## config.mk

```make
export PLATFORM = sky130hd
export DESIGN_NAME = button_debouncer
export DESIGN_NICKNAME = d
export VERILOG_FILES = /design/src/rtl/button_debouncer.sv
export SDC_FILE = /design/constraint.sdc
export NUM_CORES = 1
export LEC_CHECK = 0
export BUFFER_PORTS_ARGS = -buffer_cell sky130_fd_sc_hd__buf_2
export CAP_MARGIN = 20
export CORE_MARGIN = 2
export CORE_UTILIZATION = 62
export CTS_BUF_LIST = sky130_fd_sc_hd__clkbuf_2
export DETAILED_ROUTE_END_ITERATION = 8
export GPL_TIMING_DRIVEN = 0
export PLACE_DENSITY = 0.83
export SYNTH_ARGS = -nofsm -noshare
export SYNTH_HDL_FRONTEND = slang
export SYNTH_SLANG_ARGS = --single-unit
```

## constraint.sdc

```tcl
create_clock -name clk -period 3.9 [get_ports clk]
set_input_delay 0.78 -clock clk [delete_from_list [all_inputs] [get_ports clk]]
set_output_delay 0.78 -clock clk [all_outputs]
set_load 0.1 [all_outputs]
```

## src/rtl/button_debouncer.sv

```systemverilog
// Push-button conditioner: two-flop synchroniser, polarity normalisation and a
// counter-qualified debounce FSM with registered press/release/long-press strobes.
module button_debouncer #(
    parameter int DEBOUNCE_CYCLES = 270000,
    parameter int LONG_CYCLES     = 27000000,
    parameter int INVERT          = 0
) (
    input  logic clk,
    input  logic reset_n,
    input  logic btn_in,
    output logic btn_level,
    output logic press_pulse,
    output logic release_pulse,
    output logic long_press
);

    localparam int CW = $clog2(DEBOUNCE_CYCLES) + 1;
    localparam int HW = $clog2(LONG_CYCLES) + 1;
    localparam logic [CW-1:0] CNT_LAST  = CW'(DEBOUNCE_CYCLES - 1);
    localparam logic [HW-1:0] HOLD_LAST = HW'(LONG_CYCLES - 1);
    localparam logic [HW-1:0] HOLD_MAX  = HW'(LONG_CYCLES);
    localparam logic          IDLE_PIN  = 1'(INVERT);

    typedef enum logic [1:0] {
        RELEASED,
        PRESS_WAIT,
        PRESSED,
        RELEASE_WAIT
    } state_t;

    state_t          state, state_nxt;
    logic            sync_p0, sync_p1;
    logic            s;
    logic [CW-1:0]   cnt, cnt_nxt;
    logic [HW-1:0]   hold, hold_nxt;
    logic            level_nxt, press_nxt, release_nxt, long_nxt;

    function automatic logic [HW-1:0] sat_inc(input logic [HW-1:0] v);
        return (v == HOLD_MAX) ? v : v + 1'b1;
    endfunction

    // Synchroniser stage: flops hold the raw pin, so they reset to its idle value.
    always_ff @(posedge clk or negedge reset_n) begin
        if (!reset_n) begin
            sync_p0 <= IDLE_PIN;
            sync_p1 <= IDLE_PIN;
        end else begin
            sync_p0 <= btn_in;
            sync_p1 <= sync_p0;
        end
    end

    assign s = sync_p1 ^ IDLE_PIN;

    always_comb begin
        state_nxt   = state;
        cnt_nxt     = cnt;
        hold_nxt    = hold;
        level_nxt   = btn_level;
        press_nxt   = 1'b0;
        release_nxt = 1'b0;
        long_nxt    = 1'b0;
        case (state)
            RELEASED: begin
                if (s) state_nxt = PRESS_WAIT;
            end
            PRESS_WAIT: begin
                if (!s) begin
                    state_nxt = RELEASED;
                end else if (cnt == CNT_LAST) begin
                    state_nxt = PRESSED;
                    level_nxt = 1'b1;
                    press_nxt = 1'b1;
                    hold_nxt  = '0;
                end else begin
                    cnt_nxt = cnt + 1'b1;
                end
            end
            PRESSED: begin
                hold_nxt = sat_inc(hold);
                if (hold == HOLD_LAST) long_nxt = 1'b1;
                if (!s) state_nxt = RELEASE_WAIT;
            end
            RELEASE_WAIT: begin
                // A bounce back high resumes PRESSED with the hold count intact.
                if (s) begin
                    state_nxt = PRESSED;
                end else if (cnt == CNT_LAST) begin
                    state_nxt   = RELEASED;
                    level_nxt   = 1'b0;
                    release_nxt = 1'b1;
                end else begin
                    cnt_nxt = cnt + 1'b1;
                end
            end
            default: state_nxt = RELEASED;
        endcase
        if (state_nxt != state) cnt_nxt = '0;
    end

    // FSM stage: state, counters and registered outputs.
    always_ff @(posedge clk or negedge reset_n) begin
        if (!reset_n) begin
            state         <= RELEASED;
            cnt           <= '0;
            hold          <= '0;
            btn_level     <= 1'b0;
            press_pulse   <= 1'b0;
            release_pulse <= 1'b0;
            long_press    <= 1'b0;
        end else begin
            state         <= state_nxt;
            cnt           <= cnt_nxt;
            hold          <= hold_nxt;
            btn_level     <= level_nxt;
            press_pulse   <= press_nxt;
            release_pulse <= release_nxt;
            long_press    <= long_nxt;
        end
    end

endmodule

```

==> impl_metrics.ini <==
[sta]
worst-slew-pin-transition_ns = 0.533
tns_ns = 0
layout_min_cycle_time_ns = 2.36
report.final.slew_viol_count = 0
min_period_over_period = 0.606
fin_skew_ns = 0.0314
setup_viol_count_final = 0
fin_ws_ns = 1.54
hold_violations = 0
relSlewSlack = 0.644
fmax_ghz = 0.423
rsz0062_at_grt = no

[logic_synthesis]
yosys.area_share.simple = 0.265
ys_warn_count = 0
netlist-cell-type-count = 52
avgSynthCellArea_um2 = 9.89
synth_fp_nets = 304
ys_ff_latch = 54
synth.largest_area_cell = dfrtp_1
yosysMostFrequentCell = dfrtp_1
synth_area_leaders = dfrtp_1, o31ai_1, a22oi_1, or4_1, xor2_1
ys_seq_area_frac = 0.459
synth_compound_area_frac = 0.182
synthCells = 298
synth_top_family_by_area = simple AND/OR/NAND/NOR gates
async_reset_ff_frac = 1.00
synth_xor_xnor_area_share = 0.0382
synthMuxAreaShare = 0.00679
synth_top_cells_by_count = dfrtp_1, nand2_1, o21ai_0, o31ai_1, a21oi_1
synth_fa_ha_area_frac = 0.0127
syn_area_um2 = 2950
yosys.area.top_type_share = 0.459
synth-edff-count = 0
synth_ff_type = dfrtp_1

[placed_design]
pre_cts_ws_ns = 1.61
port_buffers = 6
routabilityCongestion = 0.859
hpwl_um = 4340

[clock_tree]
cts_root_buffer = clkbuf_2
cts_htree_levels = 2
clock_latency_ns = 0.45
clock_path_buffers = 2
path_clk_slew_ns = 0.29
cts_setup_buffers = 0
cts_buffers = 5
holdBufCountCts = 0
cts_resized = 0
cts_tree = done
clock-sinks = 54

[floorplanning]
rows = 25
start_util = 0.632
fp.dieH_um = 72.9
die-width_um = 72.9
core_area_um2 = 4660
dieArea_um2 = 5320
io_pins = 7

[hold_path]
hp-class = input port to async pin

[setup_path]
crit-reg2reg-capture = cnt[17]
crit_arrival_ns = 2.68
worstRegToRegCells = 5
r2r-start = cnt[6]
crit_path_end_kind = flip-flop
r2r_slack_ns = 1.54
cp-start-kind = flip-flop
path_class = flip-flop to flip-flop
critPathMaxFanout = 10
required_ns = 4.22

[pwr]
leakage_nw = 1.27
power_density_nw_per_um2 = 285
irDropWorstVdd_mv = 0.168

[drt]
vias_per_cell = 6.59
drt-wirelength-per-cell_um = 16.9
drtIter0Drc = 172
route.detailed.drc = 0
detail-route-antenna-nets = 0
wl_um = 6200
dr.pass1.iters = 4
num_vias = 2418

[global_route]
antenna_found_initial = 0
grt_overflow = 0
grt_pass1_vias = 2351
grt_max_degree = 33
grt_util_all_layers = 0.262
grt_pass1_wl_um = 11000

[finish]
num-nets-final = 318
fin_util = 0.672
drive_gt1_frac = 0.121
antenna_cells = 0
syn_to_final_growth_pct = 6.37

[run]
cap_violations = 0

[outcome]
status = finished, final reports clean
[worst max path at each step]
stage                       from       end
after global placement    cnt[6]   cnt[15]
after CTS                 cnt[6]   cnt[17]
after detailed placement  cnt[6]   cnt[17]
after global routing      cnt[6]   cnt[18]
after floorplan           cnt[6]  hold[14]
final                     cnt[6]   cnt[17]
[cells in the final DEF (no fill, tap or decap), types with 4 or more instances in the layout]
master,synthesis,layout
inv_1,9,9
clkbuf_2,1,6
and3_1,5,5
a22oi_1,12,12
nor2_1,11,11
o21ai_0,16,16
clkbuf_1,5,5
xor2_1,10,10
and2_1,4,4
and4_1,6,6
a21oi_1,15,15
nand3_1,14,14
or3_1,13,13
or4_1,12,12
nor4b_1,4,4
buf_2,8,14
nor4_1,5,5
nand4_1,11,11
nand2_1,21,21
dfrtp_1,54,54
o31ai_1,16,16
[logic make-up (layout without fill, tap and decap cells)]
| family | Yosys count | after routing |
|---|---|---|
| buffers and inverters | 24 | 39 |
| and+or+nand+nor | 125 | 125 |
| AOI/OAI and AO/OA | 78 | 78 |
| xor gates and xnor gates | 12 | 12 |
| DFF | 54 | 54 |
| adders and majority gates | 3 | 3 |
| muxes | 2 | 2 |
[critical path, cell delays in order, from the launching register on]
cell	delay, ns
dfrtp_1	0.54
nor4b_1	0.51
nand2_1	0.31
o21ai_2	0.42
buf_2	0.31
a22oi_1	0.13
[power by group]
| part | internal [mW] | leakage (nW) | switching (mW) |
|---|---|---|---|
| Clock | 0.107 | 0.0352 | 0.184 |
| Sequential | 0.565 | 0.746 | 0.00396 |
| Combinational | 0.00820 | 0.489 | 0.0256 |
[per-stage QoR]
stage	power [mW]	cell area, um^2	hold WS [ns]	cells
4_1_cts	0.895	3130	0.248	367
3_5_place_dp	0.611	3060	0.339	359
5_1_grt	0.922	3130	0.252	367
3_3_place_gp	0.608	3040	0.333	358
6_report	0.893	3130	0.237	367
2_1_floorplan	0.592	2950	0.331	298
[area by class of cell]
type | count | area [um^2]
clock buffer | 5 | 25.0
tap | 54 | 67.6
clock inverter | 3 | 45.0
sequential | 54 | 1350
inverter | 9 | 33.8
fill | 379 | 1530
timing repair buffer | 7 | 50.0
multi-input combinational | 220 | 1490
buffer | 15 | 75.1
[routing by layer]
| metal | track usage | routed length (um) | share of wire | vias to the layer above |
|---|---|---|---|---|
| li1 | - | - | - | 1176 |
| met1 | 0.350 | 2790 | 0.45 | 1183 |
| met2 | 0.438 | 3130 | 0.51 | 55 |
| met3 | 0.0442 | 234 | 0.038 | 4 |
| met4 | 0.0782 | 45 | 0.0073 | 0 |
| met5 | 0 | 0 | 0 | - |
[state kept, by name, indices dropped and copies added, names as in the netlist]
register	cells
long_press	1
hold	26
press_pulse	1
sync_p0	1
btn_level	1
release_pulse	1
cnt	20
state	2
s	1
No activity file was read; power rests on OpenSTA's default activity.
